**src/rtl/dmem_bus_adapter_if.sv**
```systemverilog
// Purpose: bundles the core-side load/store port and the word-bus port of the data-memory adapter.
// Latency: n/a (signal bundle only).
// Backpressure: bus_ready stalls the request phase; the core is held through stall.
// Ports: core side mem_read/mem_write/funct3/addr/wdata in, rdata/stall/fault out;
//        bus side bus_valid/bus_we/bus_addr/bus_be/bus_wdata out, bus_ready/bus_rvalid/bus_rdata in.
// Modports: master = adapter view, slave = core + memory environment view.
interface dmem_bus_adapter_if;
    // core side
    logic        mem_read;
    logic        mem_write;
    logic [2:0]  funct3;
    logic [31:0] addr;
    logic [31:0] wdata;
    logic [31:0] rdata;
    logic        stall;
    logic        fault;
    // bus side
    logic        bus_valid;
    logic        bus_we;
    logic [31:0] bus_addr;
    logic [3:0]  bus_be;
    logic [31:0] bus_wdata;
    logic        bus_ready;
    logic        bus_rvalid;
    logic [31:0] bus_rdata;

    modport master (
        input  mem_read, mem_write, funct3, addr, wdata,
        output rdata, stall, fault,
        output bus_valid, bus_we, bus_addr, bus_be, bus_wdata,
        input  bus_ready, bus_rvalid, bus_rdata
    );

    modport slave (
        output mem_read, mem_write, funct3, addr, wdata,
        input  rdata, stall, fault,
        input  bus_valid, bus_we, bus_addr, bus_be, bus_wdata,
        output bus_ready, bus_rvalid, bus_rdata
    );
endinterface

```
**src/rtl/dmem_bus_adapter.sv**
```systemverilog
// Purpose: turns core load/store requests into single word-bus transactions with lane steering and extension.
// Latency: store 2+ cycles of stall, load 3+ cycles; bus_ready/bus_rvalid waits add cycles, bounded by TIMEOUT.
// Backpressure: bus_ready holds the request phase; the core is frozen via stall until DONE.
// Ports: clk, reset (async active-low), dm (dmem_bus_adapter_if.master: core port + bus port).
module dmem_bus_adapter #(
    parameter int TIMEOUT = 255
) (
    input  logic                   clk,
    input  logic                   reset,
    dmem_bus_adapter_if.master     dm
);

    typedef enum logic [1:0] {IDLE, REQ, WAIT_RSP, DONE} state_t;

    // Abort when the counter would reach TIMEOUT, i.e. after TIMEOUT cycles in REQ+WAIT_RSP.
    localparam logic [7:0] TO_LAST = 8'(TIMEOUT - 1);

    state_t      state_q, state_d;
    logic [31:0] addr_q, addr_d;
    logic [2:0]  funct3_q, funct3_d;
    logic [31:0] wdata_q, wdata_d;
    logic        we_q, we_d;
    logic [7:0]  cnt_q, cnt_d;
    logic [31:0] rdata_q, rdata_d;
    logic        tmo_q, tmo_d;

    logic        req;
    logic        legal;
    logic [31:0] lane;
    logic [31:0] load_ext;
    logic [3:0]  be_w;
    logic [31:0] wdata_rep;

    assign req = dm.mem_read | dm.mem_write;

    always_comb begin
        legal = 1'b1;
        if (dm.funct3 == 3'd3 || dm.funct3 == 3'd6 || dm.funct3 == 3'd7) begin
            legal = 1'b0;
        end else if (dm.funct3[1:0] == 2'b01 && dm.addr[0]) begin
            legal = 1'b0;
        end else if (dm.funct3[1:0] == 2'b10 && dm.addr[1:0] != 2'b00) begin
            legal = 1'b0;
        end
    end

    // Bring the addressed lane down to bit 0, then extend by size/sign.
    assign lane = dm.bus_rdata >> {addr_q[1:0], 3'b000};

    always_comb begin
        case (funct3_q)
            3'd0:    load_ext = {{24{lane[7]}}, lane[7:0]};
            3'd1:    load_ext = {{16{lane[15]}}, lane[15:0]};
            3'd4:    load_ext = {24'd0, lane[7:0]};
            3'd5:    load_ext = {16'd0, lane[15:0]};
            default: load_ext = lane;
        endcase
    end

    always_comb begin
        case (funct3_q[1:0])
            2'b00: begin
                be_w      = 4'b0001 << addr_q[1:0];
                wdata_rep = {4{wdata_q[7:0]}};
            end
            2'b01: begin
                be_w      = 4'b0011 << addr_q[1:0];
                wdata_rep = {2{wdata_q[15:0]}};
            end
            default: begin
                be_w      = 4'b1111;
                wdata_rep = wdata_q;
            end
        endcase
    end

    always_comb begin
        state_d       = state_q;
        addr_d        = addr_q;
        funct3_d      = funct3_q;
        wdata_d       = wdata_q;
        we_d          = we_q;
        cnt_d         = cnt_q;
        rdata_d       = rdata_q;
        tmo_d         = tmo_q;
        dm.stall      = 1'b0;
        dm.fault      = 1'b0;
        dm.rdata      = rdata_q;
        dm.bus_valid  = 1'b0;
        dm.bus_we     = 1'b0;
        dm.bus_addr   = 32'd0;
        dm.bus_be     = 4'd0;
        dm.bus_wdata  = 32'd0;

        case (state_q)
            IDLE: begin
                if (req) begin
                    if (legal) begin
                        dm.stall = 1'b1;
                        state_d  = REQ;
                        addr_d   = dm.addr;
                        funct3_d = dm.funct3;
                        wdata_d  = dm.wdata;
                        we_d     = dm.mem_write;
                        cnt_d    = 8'd0;
                        tmo_d    = 1'b0;
                    end else begin
                        dm.fault = 1'b1;
                        dm.rdata = 32'd0;
                    end
                end
            end
            REQ: begin
                dm.stall     = 1'b1;
                dm.bus_valid = 1'b1;
                dm.bus_we    = we_q;
                dm.bus_addr  = {addr_q[31:2], 2'b00};
                dm.bus_be    = be_w;
                dm.bus_wdata = wdata_rep;
                cnt_d        = cnt_q + 8'd1;
                if (dm.bus_ready) begin
                    state_d = we_q ? DONE : WAIT_RSP;
                end else if (cnt_q == TO_LAST) begin
                    state_d = DONE;
                    tmo_d   = 1'b1;
                    rdata_d = 32'd0;
                end
            end
            WAIT_RSP: begin
                dm.stall = 1'b1;
                cnt_d    = cnt_q + 8'd1;
                if (dm.bus_rvalid) begin
                    rdata_d = load_ext;
                    state_d = DONE;
                end else if (cnt_q == TO_LAST) begin
                    state_d = DONE;
                    tmo_d   = 1'b1;
                    rdata_d = 32'd0;
                end
            end
            DONE: begin
                // Core advances on this edge, so return to IDLE without looking at the request.
                dm.fault = tmo_q;
                state_d  = IDLE;
            end
            default: state_d = IDLE;
        endcase

        // Request inputs may be live while reset is held; keep the core port quiet.
        if (!reset) begin
            dm.stall = 1'b0;
            dm.fault = 1'b0;
            dm.rdata = 32'd0;
        end
    end

    always_ff @(posedge clk or negedge reset) begin
        if (!reset) begin
            state_q  <= IDLE;
            addr_q   <= 32'd0;
            funct3_q <= 3'd0;
            wdata_q  <= 32'd0;
            we_q     <= 1'b0;
            cnt_q    <= 8'd0;
            rdata_q  <= 32'd0;
            tmo_q    <= 1'b0;
        end else begin
            state_q  <= state_d;
            addr_q   <= addr_d;
            funct3_q <= funct3_d;
            wdata_q  <= wdata_d;
            we_q     <= we_d;
            cnt_q    <= cnt_d;
            rdata_q  <= rdata_d;
            tmo_q    <= tmo_d;
        end
    end

endmodule

```
**src/flat_wrapper.sv**
```systemverilog
// flat-port wrapper written by rule: the top's interface ports become plain ports
module dmem_bus_adapter_flat 
#(
    parameter int TIMEOUT = 255
)
  (clk, reset, dm_mem_read, dm_mem_write, dm_funct3, dm_addr, dm_wdata, dm_rdata, dm_stall, dm_fault, dm_bus_valid, dm_bus_we, dm_bus_addr, dm_bus_be, dm_bus_wdata, dm_bus_ready, dm_bus_rvalid, dm_bus_rdata);
  dmem_bus_adapter_if dm_i ();
  input  logic clk;
  input  logic reset;
  input wire logic [$bits(dm_i.mem_read)-1:0] dm_mem_read;
  input wire logic [$bits(dm_i.mem_write)-1:0] dm_mem_write;
  input wire logic [$bits(dm_i.funct3)-1:0] dm_funct3;
  input wire logic [$bits(dm_i.addr)-1:0] dm_addr;
  input wire logic [$bits(dm_i.wdata)-1:0] dm_wdata;
  output wire logic [$bits(dm_i.rdata)-1:0] dm_rdata;
  output wire logic [$bits(dm_i.stall)-1:0] dm_stall;
  output wire logic [$bits(dm_i.fault)-1:0] dm_fault;
  output wire logic [$bits(dm_i.bus_valid)-1:0] dm_bus_valid;
  output wire logic [$bits(dm_i.bus_we)-1:0] dm_bus_we;
  output wire logic [$bits(dm_i.bus_addr)-1:0] dm_bus_addr;
  output wire logic [$bits(dm_i.bus_be)-1:0] dm_bus_be;
  output wire logic [$bits(dm_i.bus_wdata)-1:0] dm_bus_wdata;
  input wire logic [$bits(dm_i.bus_ready)-1:0] dm_bus_ready;
  input wire logic [$bits(dm_i.bus_rvalid)-1:0] dm_bus_rvalid;
  input wire logic [$bits(dm_i.bus_rdata)-1:0] dm_bus_rdata;
  assign dm_i.mem_read = dm_mem_read;
  assign dm_i.mem_write = dm_mem_write;
  assign dm_i.funct3 = dm_funct3;
  assign dm_i.addr = dm_addr;
  assign dm_i.wdata = dm_wdata;
  assign dm_rdata = dm_i.rdata;
  assign dm_stall = dm_i.stall;
  assign dm_fault = dm_i.fault;
  assign dm_bus_valid = dm_i.bus_valid;
  assign dm_bus_we = dm_i.bus_we;
  assign dm_bus_addr = dm_i.bus_addr;
  assign dm_bus_be = dm_i.bus_be;
  assign dm_bus_wdata = dm_i.bus_wdata;
  assign dm_i.bus_ready = dm_bus_ready;
  assign dm_i.bus_rvalid = dm_bus_rvalid;
  assign dm_i.bus_rdata = dm_bus_rdata;
  dmem_bus_adapter #(.TIMEOUT(TIMEOUT)) u_core (.clk(clk), .reset(reset), .dm(dm_i));
endmodule
```
**config.mk**
```make
export PLATFORM = sky130hd
export DESIGN_NAME = dmem_bus_adapter_flat
export DESIGN_NICKNAME = d
export VERILOG_FILES = /design/src/rtl/dmem_bus_adapter_if.sv /design/src/rtl/dmem_bus_adapter.sv /design/src/flat_wrapper.sv
export SDC_FILE = /design/constraint.sdc
export NUM_CORES = 1
export LEC_CHECK = 0
export BUFFER_PORTS_ARGS = -buffer_cell sky130_fd_sc_hd__buf_2
export CAP_MARGIN = 40
export CORE_MARGIN = 2
export CORE_UTILIZATION = 57
export CTS_BUF_LIST = sky130_fd_sc_hd__clkbuf_8
export DETAILED_ROUTE_END_ITERATION = 6
export GPL_ROUTABILITY_DRIVEN = 0
export GPL_TIMING_DRIVEN = 1
export PLACE_DENSITY = 0.89
export SYNTH_ARGS = -nofsm -noshare
export SYNTH_HDL_FRONTEND = slang
export SYNTH_SLANG_ARGS = --single-unit
```
**constraint.sdc**
```tcl
create_clock -name clk -period 6.57 [get_ports clk]
set_input_delay 1.971 -clock clk [delete_from_list [all_inputs] [get_ports clk]]
set_output_delay 1.971 -clock clk [all_outputs]
set_load 0.03 [all_outputs]
```
==> results.py <==
metrics = {
    "status": {
        "status": "completed",
    },
    "layout": {
        "seqCellArea_um2": 2778,
        "antenna_cells": 0,
        "multiInputGateArea_um2": 3201,
        "num-fill-cells": 811,
        "layout_common_cells": "buf_2 (205), dfrtp_1 (111), and2_1 (80), mux2_2 (69), nand2_1 (42)",
        "areaGrowthSynthToFinish_pct": 20.59,
        "final_common_cell": "buf_2",
        "final_area_um2": 7512,
        "nets": 873,
        "drive_above_1_share_pct": 40.50,
    },
    "clock_tree": {
        "cts_max_level": 3,
        "cts_tree": "done",
        "cts_sinks": 111,
        "insertion_delay_ns": 0.38,
        "cts.clk_slew.worst_paths_ns": 0.08,
        "cts_made_buffers": 9,
        "post-cts-setup-buffer-count": 0,
        "hold_buffers": 0,
        "cts_root_buffer": "clkbuf_8",
        "clk_path_buf_depth": 2,
        "cts_resized": 0,
    },
    "routing": {
        "remaining_drc_errors": 0,
        "drtIter0Drc": 412,
        "drtPass1Iterations": 5,
        "wire_per_inst_um": 18.19,
        "postRouteAntennaNets": 0,
        "totalWireLength_um": 16420,
        "vias": 5251,
        "viasPerCell": 5.815,
    },
    "timing": {
        "period_minus_slack_ns": 5.925,
        "final-max-slew-violation-count": 0,
        "relSlewSlack_pct": 43.30,
        "finalHoldViolations": 0,
        "setup_tns_ns": 0,
        "rsz0062_at_grt": "no",
        "tightest_slew_ns": 0.8505,
        "period_share_pct": 90.18,
        "setup_viol": 0,
        "fin_worst_skew_ns": 0.01586,
        "clock.fmax_ghz": 0.1688,
    },
    "global_route": {
        "grt_pass1_vias": 5300,
        "grt_antenna_before_repair": 0,
        "track_usage_pct": 28.38,
        "grt_start_max_net_pins": 56,
        "grt_first_pass_wirelength_um": 26020,
        "grt-ovfl-total": 0,
    },
    "floorplanning": {
        "die_area_um2": 11780,
        "core_area_um2": 10750,
        "die_x_um": 108.5,
        "die_h_um": 108.5,
        "initial_core_util_pct": 57.98,
        "num_rows": 38,
        "io_pins": 209,
    },
    "placement": {
        "placed_area_um2": 7348,
        "numPortBuffers": 206,
        "dp_hpwl_um": 12140,
    },
    "logic_synthesis": {
        "ys_ff_latch": 111,
        "syn_area_per_cell_um2": 10.80,
        "synth.distinct_cells": 54,
        "synthCells": 577,
        "syn_area_um2": 6230,
        "synth_warnings": 0,
        "synth-async-reset-ratio_pct": 100.0,
        "synth_edf_count": 0,
        "synth-main-ff-cell": "dfrtp_1",
        "seq_area_frac_synth_pct": 44.59,
    },
    "critical_path": {
        "path_class": "in2out",
        "required_ns": 4.60,
        "cp-start-kind": "primary input",
        "cp.arrival_ns": 3.95,
        "end_kind": "output port",
        "cp_max_fo": 32,
    },
    "flow_run": {
        "cap_violations": 0,
    },
    "power": {
        "p_leak_uw": 0.003826,
        "p_per_area_nw_per_um2": 500.3,
        "peakVddDrop_mv": 0.3375,
    },
    "worst_hold_path": {
        "min_path_type": "reg2reg",
    },
}
-- cells in the mapped netlist (all sizes together), types with 2 or more instances --
master	count	area, um2
mux2i	36	360.4
a221o	9	90.09
a221oi	3	26.28
a22o	2	18.77
a21boi	10	75.07
a32o	11	110.1
a21oi	13	76.33
nand3	5	25.02
a211o	15	131.4
o21a	4	30.03
inv	9	33.78
a22oi	2	15.01
o22ai	3	18.77
ha	9	112.6
a21o	2	16.27
and2	80	500.5
nor2b	21	131.4
mux2	69	777.0
nor2	21	78.83
clkbuf	22	82.58
nand4	2	12.51
dfrtp	111	2778
o21ai	13	65.06
nand2	43	163.9
nand2b	2	12.51
nor3b	2	20.02
buf	23	141.4
o2bb2ai	16	140.1
or2	3	18.77
-- path summary, 6_finish.rpt --
kind | startpoint | end | slack (ns) | cells past startpoint
max reg2reg | u_core.state_q[0] | u_core.rdata_q[27] | 3.77 | 6
max | dm_funct3[0] | dm_rdata[12] | 0.64 | 6
min | u_core.rdata_q[17] | u_core.rdata_q[17] | 0.49 | 1
max in group asynchronous | reset | u_core.cnt_q[0] | 4.01 | 3
min in group asynchronous | reset | u_core.rdata_q[4] | 1.54 | 1
min reg2reg | u_core.rdata_q[17] | u_core.rdata_q[17] | 0.49 | 1
-- cell families after synthesis --
group,after synthesis,synth area share (%)
AND/OR/NAND/NOR,186,16.49
flip-flops,111,44.59
AO/OA/AOI/OAI,110,14.30
multiplexers,106,18.62
buffers and inverters,54,4.137
adder cells (fa/ha/maj),9,1.808
other,1,0.06020
-- sequential cells by signal (all words and copies together) (netlist names) --
name             cells
u_core.funct3_q      3
u_core.tmo_q         1
u_core.wdata_q      32
u_core.cnt_q         8
u_core.we_q          1
u_core.addr_q       32
u_core.state_q       2
u_core.rdata_q      32
-- per-stage QoR --
step / total power [uW] / hold slack, ns / setup WS (ns) / instances / utilization, %
3_5_place_dp: 3384 / 0.4784 / 0.6310 / 888 / 68.39
6_report: 3759 / 0.4923 / 0.6449 / 903 / 69.91
2_1_floorplan: 2785 / 0.4481 / 1.157 / 578 / -
5_1_grt: 3976 / 0.5159 / 0.5547 / 903 / 69.91
4_1_cts: 3756 / 0.5012 / 0.6256 / 903 / 69.91
3_3_place_gp: 3250 / 0.4703 / 0.8047 / 884 / 67.55
-- metal layers --
metal  vias up  routed length (um)  GRT usage, %
li1       2401                   -             -
met2       243                8154         49.15
met4         0                 452         11.17
met5         -                   0             0
met3        33                1159         6.269
met1      2574                6658         34.41
-- report_power, final --
| group | switching [uW] | internal [uW] |
|---|---|---|
| Clock | 227 | 144 |
| Sequential | 245 | 988 |
| Combinational | 1290 | 865 |
-- worst max-delay path, cell delays in order --
cell and delay [ns]:
buf_2 0.11, or4_4 0.56, nand2_1 0.15, o21a_1 0.71
and2_1 0.24, buf_2 0.20
-- area by class of cell --
class | instances | area share [%]
clock buffer | 10 | 1.832
inverter | 9 | 0.4497
timing repair buffer | 215 | 15.46
multi-input combinational | 413 | 42.60
tap | 140 | 2.332
clock inverter | 5 | 0.3498
sequential | 111 | 36.98
Power figures use the tool's default switching activity.
